**config.mk**
```make
export PLATFORM = sky130hd
export DESIGN_NAME = cadence_meas
export DESIGN_NICKNAME = d
export VERILOG_FILES = /design/src/rtl/cadence_meas.sv
export SDC_FILE = /design/constraint.sdc
export NUM_CORES = 1
export LEC_CHECK = 0
export CORE_AREA = 2 2 75 77
export DETAILED_ROUTE_END_ITERATION = 6
export DIE_AREA = 0 0 77 79
export GPL_TIMING_DRIVEN = 0
export SYNTH_ARGS = -nofsm -noshare
export SYNTH_HDL_FRONTEND = slang
export SYNTH_SLANG_ARGS = --single-unit
```
**constraint.sdc**
```tcl
create_clock -name clk -period 3.1 [get_ports clk]
set_input_delay 0.31 -clock clk [delete_from_list [all_inputs] [get_ports clk]]
set_output_delay 0.31 -clock clk [all_outputs]
set_load 0.03 [all_outputs]
```
**src/rtl/cadence_meas.sv**
```systemverilog
// Pedal-cadence period meter: times rising edges of the filtered cadence level in prescaled ticks.
// Optional `define CADENCE_AVG_EN reports the mean of the last 4 periods instead of the raw one.
module cadence_meas #(
    parameter int FAST_SIM = 1,
    parameter int PRE_W    = 20,
    parameter int PER_W    = 8
) (
    input  logic             clk,
    input  logic             rst_n,
    input  logic             cadence_filt,
    output logic [PER_W-1:0] cadence_per,
    output logic             per_vld,
    output logic             not_pedaling
);

    localparam logic [PER_W-1:0] PER_MAX = '1;

    typedef enum logic [1:0] {
        STOPPED,
        ARMED,
        RUNNING
    } state_t;

    state_t           state;
    state_t           state_nx;
    logic             filt_ff;
    logic             rise;
    logic             tick;
    logic             sat;
    logic [PRE_W-1:0] pre_cnt;
    logic [PER_W-1:0] per_cnt;
    logic [PER_W-1:0] load_val;
    logic [PER_W-1:0] run_val;
    logic [PER_W-1:0] per_nx;
    logic             vld_nx;

    assign rise = cadence_filt & ~filt_ff;

    generate
        if (FAST_SIM != 0) begin : g_fast
            assign tick = &pre_cnt[9:0];
        end else begin : g_full
            assign tick = &pre_cnt;
        end
    endgenerate

    // rise masks sat so a pedal edge on the saturating tick still counts
    assign sat      = tick & (per_cnt == PER_MAX) & ~rise;
    assign load_val = (per_cnt == '0) ? PER_W'(1) : per_cnt;

    always_ff @(posedge clk or negedge rst_n) begin
        if (!rst_n) begin
            filt_ff <= 1'b0;
            pre_cnt <= '0;
            per_cnt <= '0;
        end else begin
            filt_ff <= cadence_filt;
            pre_cnt <= rise ? '0 : pre_cnt + PRE_W'(1);
            if (rise) begin
                per_cnt <= '0;
            end else if (tick && per_cnt != PER_MAX) begin
                per_cnt <= per_cnt + PER_W'(1);
            end
        end
    end

`ifdef CADENCE_AVG_EN
    localparam int SUM_W = PER_W + 2;

    logic [PER_W-1:0] hist [4];
    logic [SUM_W-1:0] sum_q;
    logic [SUM_W-1:0] sum_nx;
    logic             hist_pre;
    logic             hist_push;
    logic             hist_clr;

    assign hist_pre  = (state == ARMED) & rise;
    assign hist_push = (state == RUNNING) & rise;
    assign hist_clr  = (state_nx == STOPPED);
    assign sum_nx    = sum_q - SUM_W'(hist[3]) + SUM_W'(load_val);
    assign run_val   = sum_nx[SUM_W-1:2];

    always_ff @(posedge clk or negedge rst_n) begin
        if (!rst_n) begin
            for (int i = 0; i < 4; i++) hist[i] <= '0;
            sum_q <= '0;
        end else if (hist_clr) begin
            for (int i = 0; i < 4; i++) hist[i] <= '0;
            sum_q <= '0;
        end else if (hist_pre) begin
            for (int i = 0; i < 4; i++) hist[i] <= load_val;
            sum_q <= {load_val, 2'b00};
        end else if (hist_push) begin
            hist[3] <= hist[2];
            hist[2] <= hist[1];
            hist[1] <= hist[0];
            hist[0] <= load_val;
            sum_q   <= sum_nx;
        end
    end
`else
    assign run_val = load_val;
`endif

    always_comb begin
        state_nx = state;
        per_nx   = cadence_per;
        vld_nx   = 1'b0;
        unique case (state)
            STOPPED: begin
                per_nx = PER_MAX;
                if (rise) state_nx = ARMED;
            end
            ARMED: begin
                if (rise) begin
                    state_nx = RUNNING;
                    per_nx   = load_val;
                    vld_nx   = 1'b1;
                end else if (sat) begin
                    state_nx = STOPPED;
                    per_nx   = PER_MAX;
                end
            end
            RUNNING: begin
                if (rise) begin
                    per_nx = run_val;
                    vld_nx = 1'b1;
                end else if (sat) begin
                    state_nx = STOPPED;
                    per_nx   = PER_MAX;
                end
            end
            default: begin
                state_nx = STOPPED;
                per_nx   = PER_MAX;
            end
        endcase
    end

    always_ff @(posedge clk or negedge rst_n) begin
        if (!rst_n) begin
            state        <= STOPPED;
            cadence_per  <= PER_MAX;
            per_vld      <= 1'b0;
            not_pedaling <= 1'b1;
        end else begin
            state        <= state_nx;
            cadence_per  <= per_nx;
            per_vld      <= vld_nx;
            not_pedaling <= (state_nx != RUNNING);
        end
    end

endmodule

```
==> results of run 1 <==
## power by group
| group | total [mW] | internal [mW] | leakage, nW | switching [mW] |
|---|---|---|---|---|
| combinational | 0.419 | 0.178 | 0.302 | 0.241 |
| clock | 0.351 | 0.202 | 0.0515 | 0.149 |
| sequential | 0.564 | 0.507 | 0.392 | 0.0563 |
## worst reg2reg max path, delay by kind of cell, from the launching register on
kind	cells	cell delay [ps]
AOI/OAI and AO/OA	2	680
and+or+nand+nor	2	510
DFF	1	410
adders and majority gates	1	240
## cell usage in the layout (no fill, tap or decap), types with 3 or more instances in the layout
master and instances:
o22a_1 4, dfstp_2 9, xor2_1 6, nor2_1 20
dfrtp_1 22, clkbuf_8 7, nand3_1 6, clkbuf_1 3
a21oi_1 9, nor3_1 5, inv_1 7, xnor2_1 6
nand2_1 5, clkdlybuf4s50_1 11, nand2b_1 4, o21ai_0 5
ha_1 7
## per-stage QoR
stage | power (mW) | hold slack (ps) | cells
after floorplan | 0.848 | 14.4 | 140
after global placement | 0.986 | 495 | 224
after detailed placement | 0.992 | 398 | 224
after CTS | 1.35 | 87.8 | 232
after global routing | 1.42 | 114 | 232
final | 1.33 | 65.8 | 232
## kinds of logic (layout without fill, tap and decap cells)
| family | after synthesis | in the layout | synth area share |
|---|---|---|---|
| compound gates | 24 | 24 | 0.116 |
| xor+xnor | 12 | 12 | 0.0694 |
| fa+ha+maj | 7 | 7 | 0.0578 |
| buf+inv | 9 | 29 | 0.0223 |
| flops | 31 | 31 | 0.519 |
| simple gates | 57 | 57 | 0.216 |
## worst max path at each step
stage | end | slack, ps | cells past startpoint
2_1_floorplan | cadence_per[0]$_DFFE_PN1P_ | 1470 | 5
3_3_place_gp | pre_cnt[6]$_DFF_PN0_ | 910 | 5
3_5_place_dp | per_cnt[5]$_DFFE_PN0P_ | 930 | 5
4_1_cts | cadence_per[0]$_DFFE_PN1P_ | 1180 | 5
5_1_grt | cadence_per[3]$_DFFE_PN1P_ | 1020 | 6
6_report | cadence_per[0]$_DFFE_PN1P_ | 1200 | 5
## cell type report
class,instances,area [sq um],share of cell area
repair buffers,12,115,0.0632
plain buffers,2,7.51,0.00412
clock buffers,8,100,0.0550
well taps,72,90.1,0.0495
flip-flops and latches,31,787,0.432
multi-input cells,100,694,0.381
inverters,7,26.3,0.0144
## state kept, by name, summed over array words and instances (netlist names)
signal,flops
per_vld,1
state,2
not_pedaling,1
filt_ff,1
pre_cnt,10
cadence_per,8
per_cnt,8
## per-layer routing
layer	share of wire	routed length [um]	GRT usage
met3	0.034	97	0.0386
met5	0	0	0
met4	0.018	51	0.0482
met1	0.49	1400	0.142
met2	0.46	1320	0.162
==> metrics, run 1 <==
Max Fclk ~530 MHz; RR Startpoint pre_cnt[0]$_DFF_PN0_; vias in the first global route 1067; Synth cell types 36; CTS Root Cell clkbuf_8; initial core utilization 0.284; H-tree depth 2; TritonCTS buffer count 5; Die H approximately 80 um; Sum Neg Setup Slack 0 ps; number of remaining DRC errors 0; clock sinks 31; area leader, netlist dfrtp_1; Vias/cell 4.58; Cells after Synth 140; First DRT Iteration DRCs 64; worst path required time ~3300 ps; Yosys reg bits 31; DIE AREA 6080 sq um; PnR worst setup slack between 1000 and 1500 ps; layout cells sized above 1 0.150; DP Area between 1500 and 2000 sq um; fin util 0.341; status finished, final reports clean; final instance area roughly 1800 sq um; Nets ~170; clk slew on worst S/H paths 60 ps; number of flops mapped to enable cells by yosys 0; Hold Path Class input port to asynchronous set/reset pin; Core ar. ~5300 sq um; Post-CTS Setup Bufs 0; Fillers 573; crit path max fanout 8; Wirelength per Cell approximately 12 um; largest net degree at the start of global routing 32; Final Critical Period about 1900 ps; fin. max-slew vios 0; R2R depth 5; DP HPWL between 1.5 and 2 mm; FF-to-FF End cadence_per[0]$_DFFE_PN1P_; total track usage 0.109; Peak VDD IR 0.000213 V; first-pass GRT wire length around 5.2 mm; max capacitance violation total 0; Synth top cells by count dfrtp_1 (22), nor2_1 (20), a21oi_1 (9), dfstp_2 (9); area delta synth->final 20.1%; I/O Buffers 12; Main synth FF type dfrtp_1; Vias ~1100; Buf/Inv on CP 0; Cell Chain, Critical Path ha_1 -> and4_2 -> nand3_1 -> o311ai_4 -> o32a_1; Die Wd ~77 um; CP Launch Point pre_cnt[0]$_DFF_PN0_; Yosys warning total 0; most common cell in the synthesized netlist dfrtp_1; Slowest-stage cell, CP o311ai_4; ant diodes 0; Worst Setup Start Kind flop; Slew @ Worst Pin between 600 and 700 ps; Crit path max-delay family compound AO/OA/AOI/OAI gates; syn avg cell area 10.8 sq um; Routed Antenna Nets 0; Routed WL ~2.9 mm; Synth area leaders dfrtp_1 (36%), dfstp_2 (16%), ha_1 (5.8%); CTS tree built; critical path class flop to flop; Post-Synthesis Cell Area 1520 sq um; Layout Skew 4.26 ps; power per standard cell area between 700 and 800 nW/um^2; Synth Net Count 150; gpl congestion 0.838; Pre-antenna DRT Iters 4; # hold bufs at CTS 0; worst slack at placement 932 ps; IO Count 13; asr flop ratio synth 1.00; initial antenna violation count 0; CP max stage delay between 400 and 500 ps; Clk Latency, worst-skew pair approximately 290 ps; gr ovfl total 0; setup slack, reg-to-reg around 1200 ps; Rows 27; RSZ-0062 raised after global routing false; final hold violations 0; Seq/Total Area, Yosys 0.519; period utilisation layout 0.613; CP Capture Type flop; CP arrival around 2100 ps; top-area cell type share of the netlist area 0.363; post-cts sizing count 0; Slew headroom 0.539; Setup Viol. Count Final 0; Lkg Pwr approximately 0.75 nW; Clock Tree Buf Depth 2
Note: power is estimated with default switching activity, not from simulation.
==> inputs of run 2 (changes only) <==
==> constraint.sdc (replaced) <==
create_clock -name clk -period 1.92 [get_ports clk]
set_input_delay 0.192 -clock clk [delete_from_list [all_inputs] [get_ports clk]]
set_output_delay 0.192 -clock clk [all_outputs]
set_load 0.03 [all_outputs]
==> run 2 against run 1 <==
Die area did not move. Cell count rose by 0.86%. Clock-buffer cell count did not move. Worst setup slack got worse by 1100 ps. Global-route usage rose by 0.098 points. Via count rose by 0.85%. Highest routed layer unchanged.
==> metrics, run 2 (synthesized netlist as in run 1, its figures left out) <==
clk slew on worst S/H paths 60 ps (about the same); DP Area 1720 sq um (unchanged); Lkg Pwr 0.764 nW (+2.4%); RR Startpoint pre_cnt[0]$_DFF_PN0_; max capacitance violation total 0 (unchanged); Rows 27 (unchanged); CTS tree built; gpl congestion 0.838 (unchanged); Hold Path Class input port to flop; Pre-antenna DRT Iters 4 (unchanged); Cell Chain, Critical Path ha_1 -> and4_4 -> nand3_2 -> o311ai_4 -> buf_12 -> nor2_1 -> a21oi_1; total track usage 0.110 (+0.000983); R2R depth 7 (+2); Largest register FFs 10 (unchanged); Worst Setup Start Kind flop; Clk Latency, worst-skew pair 280 ps (about the same); Fillers 571 (-0.35%); worst path required time 2130 ps (-1200 ps); Reg with most FFs pre_cnt; period utilisation layout 0.941 (+0.328); ant diodes 0 (unchanged); Layout Skew 2.87 ps (-1.40 ps); CP Launch Point pre_cnt[0]$_DFF_PN0_; critical path class flop to flop; CP Capture Type flop; Slowest-stage cell, CP dfrtp_1; Die H 79 um (unchanged); PnR worst setup slack 113 ps (-1090 ps); DIE AREA 6080 sq um (unchanged); gr ovfl total 0 (unchanged); final hold violations 0 (unchanged); first-pass GRT wire length 5.22 mm (+0.93%); CP arrival 2020 ps (-110 ps); I/O Buffers 12 (unchanged); vias in the first global route 1074 (+0.66%); Routed WL 2.89 mm (+0.94%); Wirelength per Cell 12.3 um (about the same); fin. max-slew vios 0 (unchanged); IO Count 13 (unchanged); CTS Root Cell clkbuf_8; CP max stage delay 410 ps (-30 ps); worst slack at placement -130 ps (-1060 ps); Setup Viol. Count Final 0 (unchanged); Largest regs pre_cnt x10, cadence_per x8, per_cnt x8; Slew headroom 0.536 (-0.00340); status finished, final reports clean; crit path max fanout 8 (unchanged); Routed Antenna Nets 0 (unchanged); final instance area 1860 sq um (+2.3%); final hold slack 407 ps (+341 ps); layout cells sized above 1 0.173 (+0.0228); Max Fclk 554 MHz (+5.1%); Core ar. 5340 sq um (unchanged); Die Wd 77 um (unchanged); largest net degree at the start of global routing 32 (unchanged); initial core utilization 0.284 (unchanged); power per standard cell area 1190 nW/um^2 (+63%); area delta synth->final 23.0%; Nets 171 (+1.2%); H-tree depth 2 (unchanged); clock sinks 31 (unchanged); commonest non-fill, non-tap cells in the layout dfrtp_1 (22), nor2_1 (20), clkdlybuf4s50_1 (11); number of remaining DRC errors 0 (unchanged); Peak VDD IR 0.000349 V (+64%); Clock Tree Buf Depth 2 (unchanged); Vias 1072 (+0.85%); Worst Hold Launch cadence_filt; Vias/cell 4.58 (about the same); commonest non-fill, non-tap cell in the layout dfrtp_1; First DRT Iteration DRCs 60 (-6.3%); hold path depth 1; Final Critical Period 1810 ps (-92.7 ps); Slew @ Worst Pin 696 ps (+5.10 ps); DP HPWL 2.00 mm (unchanged); initial antenna violation count 0 (unchanged); TritonCTS buffer count 5 (unchanged); fin util 0.349 (+0.00797)
run 2: path summary, 6_finish.rpt:
path / endpoint / slack, ps
max: cadence_per[3]$_DFFE_PN1P_ / 110
min: filt_ff$_DFF_PN0_ / 410
max reg2reg: cadence_per[3]$_DFFE_PN1P_ / 110
min reg2reg: cadence_per[1]$_DFFE_PN1P_ / 500
max in group asynchronous: per_cnt[2]$_DFFE_PN0P_ / 990
min in group asynchronous: pre_cnt[4]$_DFF_PN0_ / 490
run 2: routing by layer:
metal,routed length (um),track usage,vias to the layer above
met3,96,0.0386,5
li1,-,-,535
met4,51,0.0482,0
met2,1310,0.164,11
met1,1430,0.143,521
met5,0,0,-
run 2: power by group:
| group | internal, mW | total, mW | switching (mW) |
|---|---|---|---|
| logic | 0.342 | 0.744 | 0.402 |
| registers | 0.819 | 0.912 | 0.0924 |
| clock network | 0.327 | 0.566 | 0.240 |
run 2: timing repair:
item                                   4_1_cts  5_1_grt
endpoints found under the hold margin       22        0
cloned                                       0        0
hold buffers                                 1        0
pin swaps                                    1        0
resized for setup                            0        5
setup buffers                                1        0
setup endpoints to repair                    1       17
run 2: layout make-up:
cell class	count	area (sq um)	share of cell area
Sequential cell	31	787	0.422
Multi-Input combinational cell	100	706	0.379
Tap cell	72	90.1	0.0484
Inverter	7	26.3	0.0141
Buffer	2	8.76	0.00470
Timing Repair Buffer	14	145	0.0779
Clock buffer	8	100	0.0537
run 2: stage by stage:
step | std cells | setup TNS (ps) | total power [mW]
4_1_cts | 234 | 0 | 2.24
5_1_grt | 234 | -0.509 | 2.36
2_1_floorplan | 140 | 0 | 1.37
3_5_place_dp | 224 | -1170 | 1.60
3_3_place_gp | 224 | -1410 | 1.59
6_report | 234 | 0 | 2.22
run 2: critical path, delay by kind of cell, from the launching register on:
family | cells | cell delay (ps)
and+or+nand+nor | 3 | 470
adders and majority gates | 1 | 250
AOI/OAI and AO/OA | 2 | 440
buffers and inverters | 1 | 160
DFF | 1 | 410
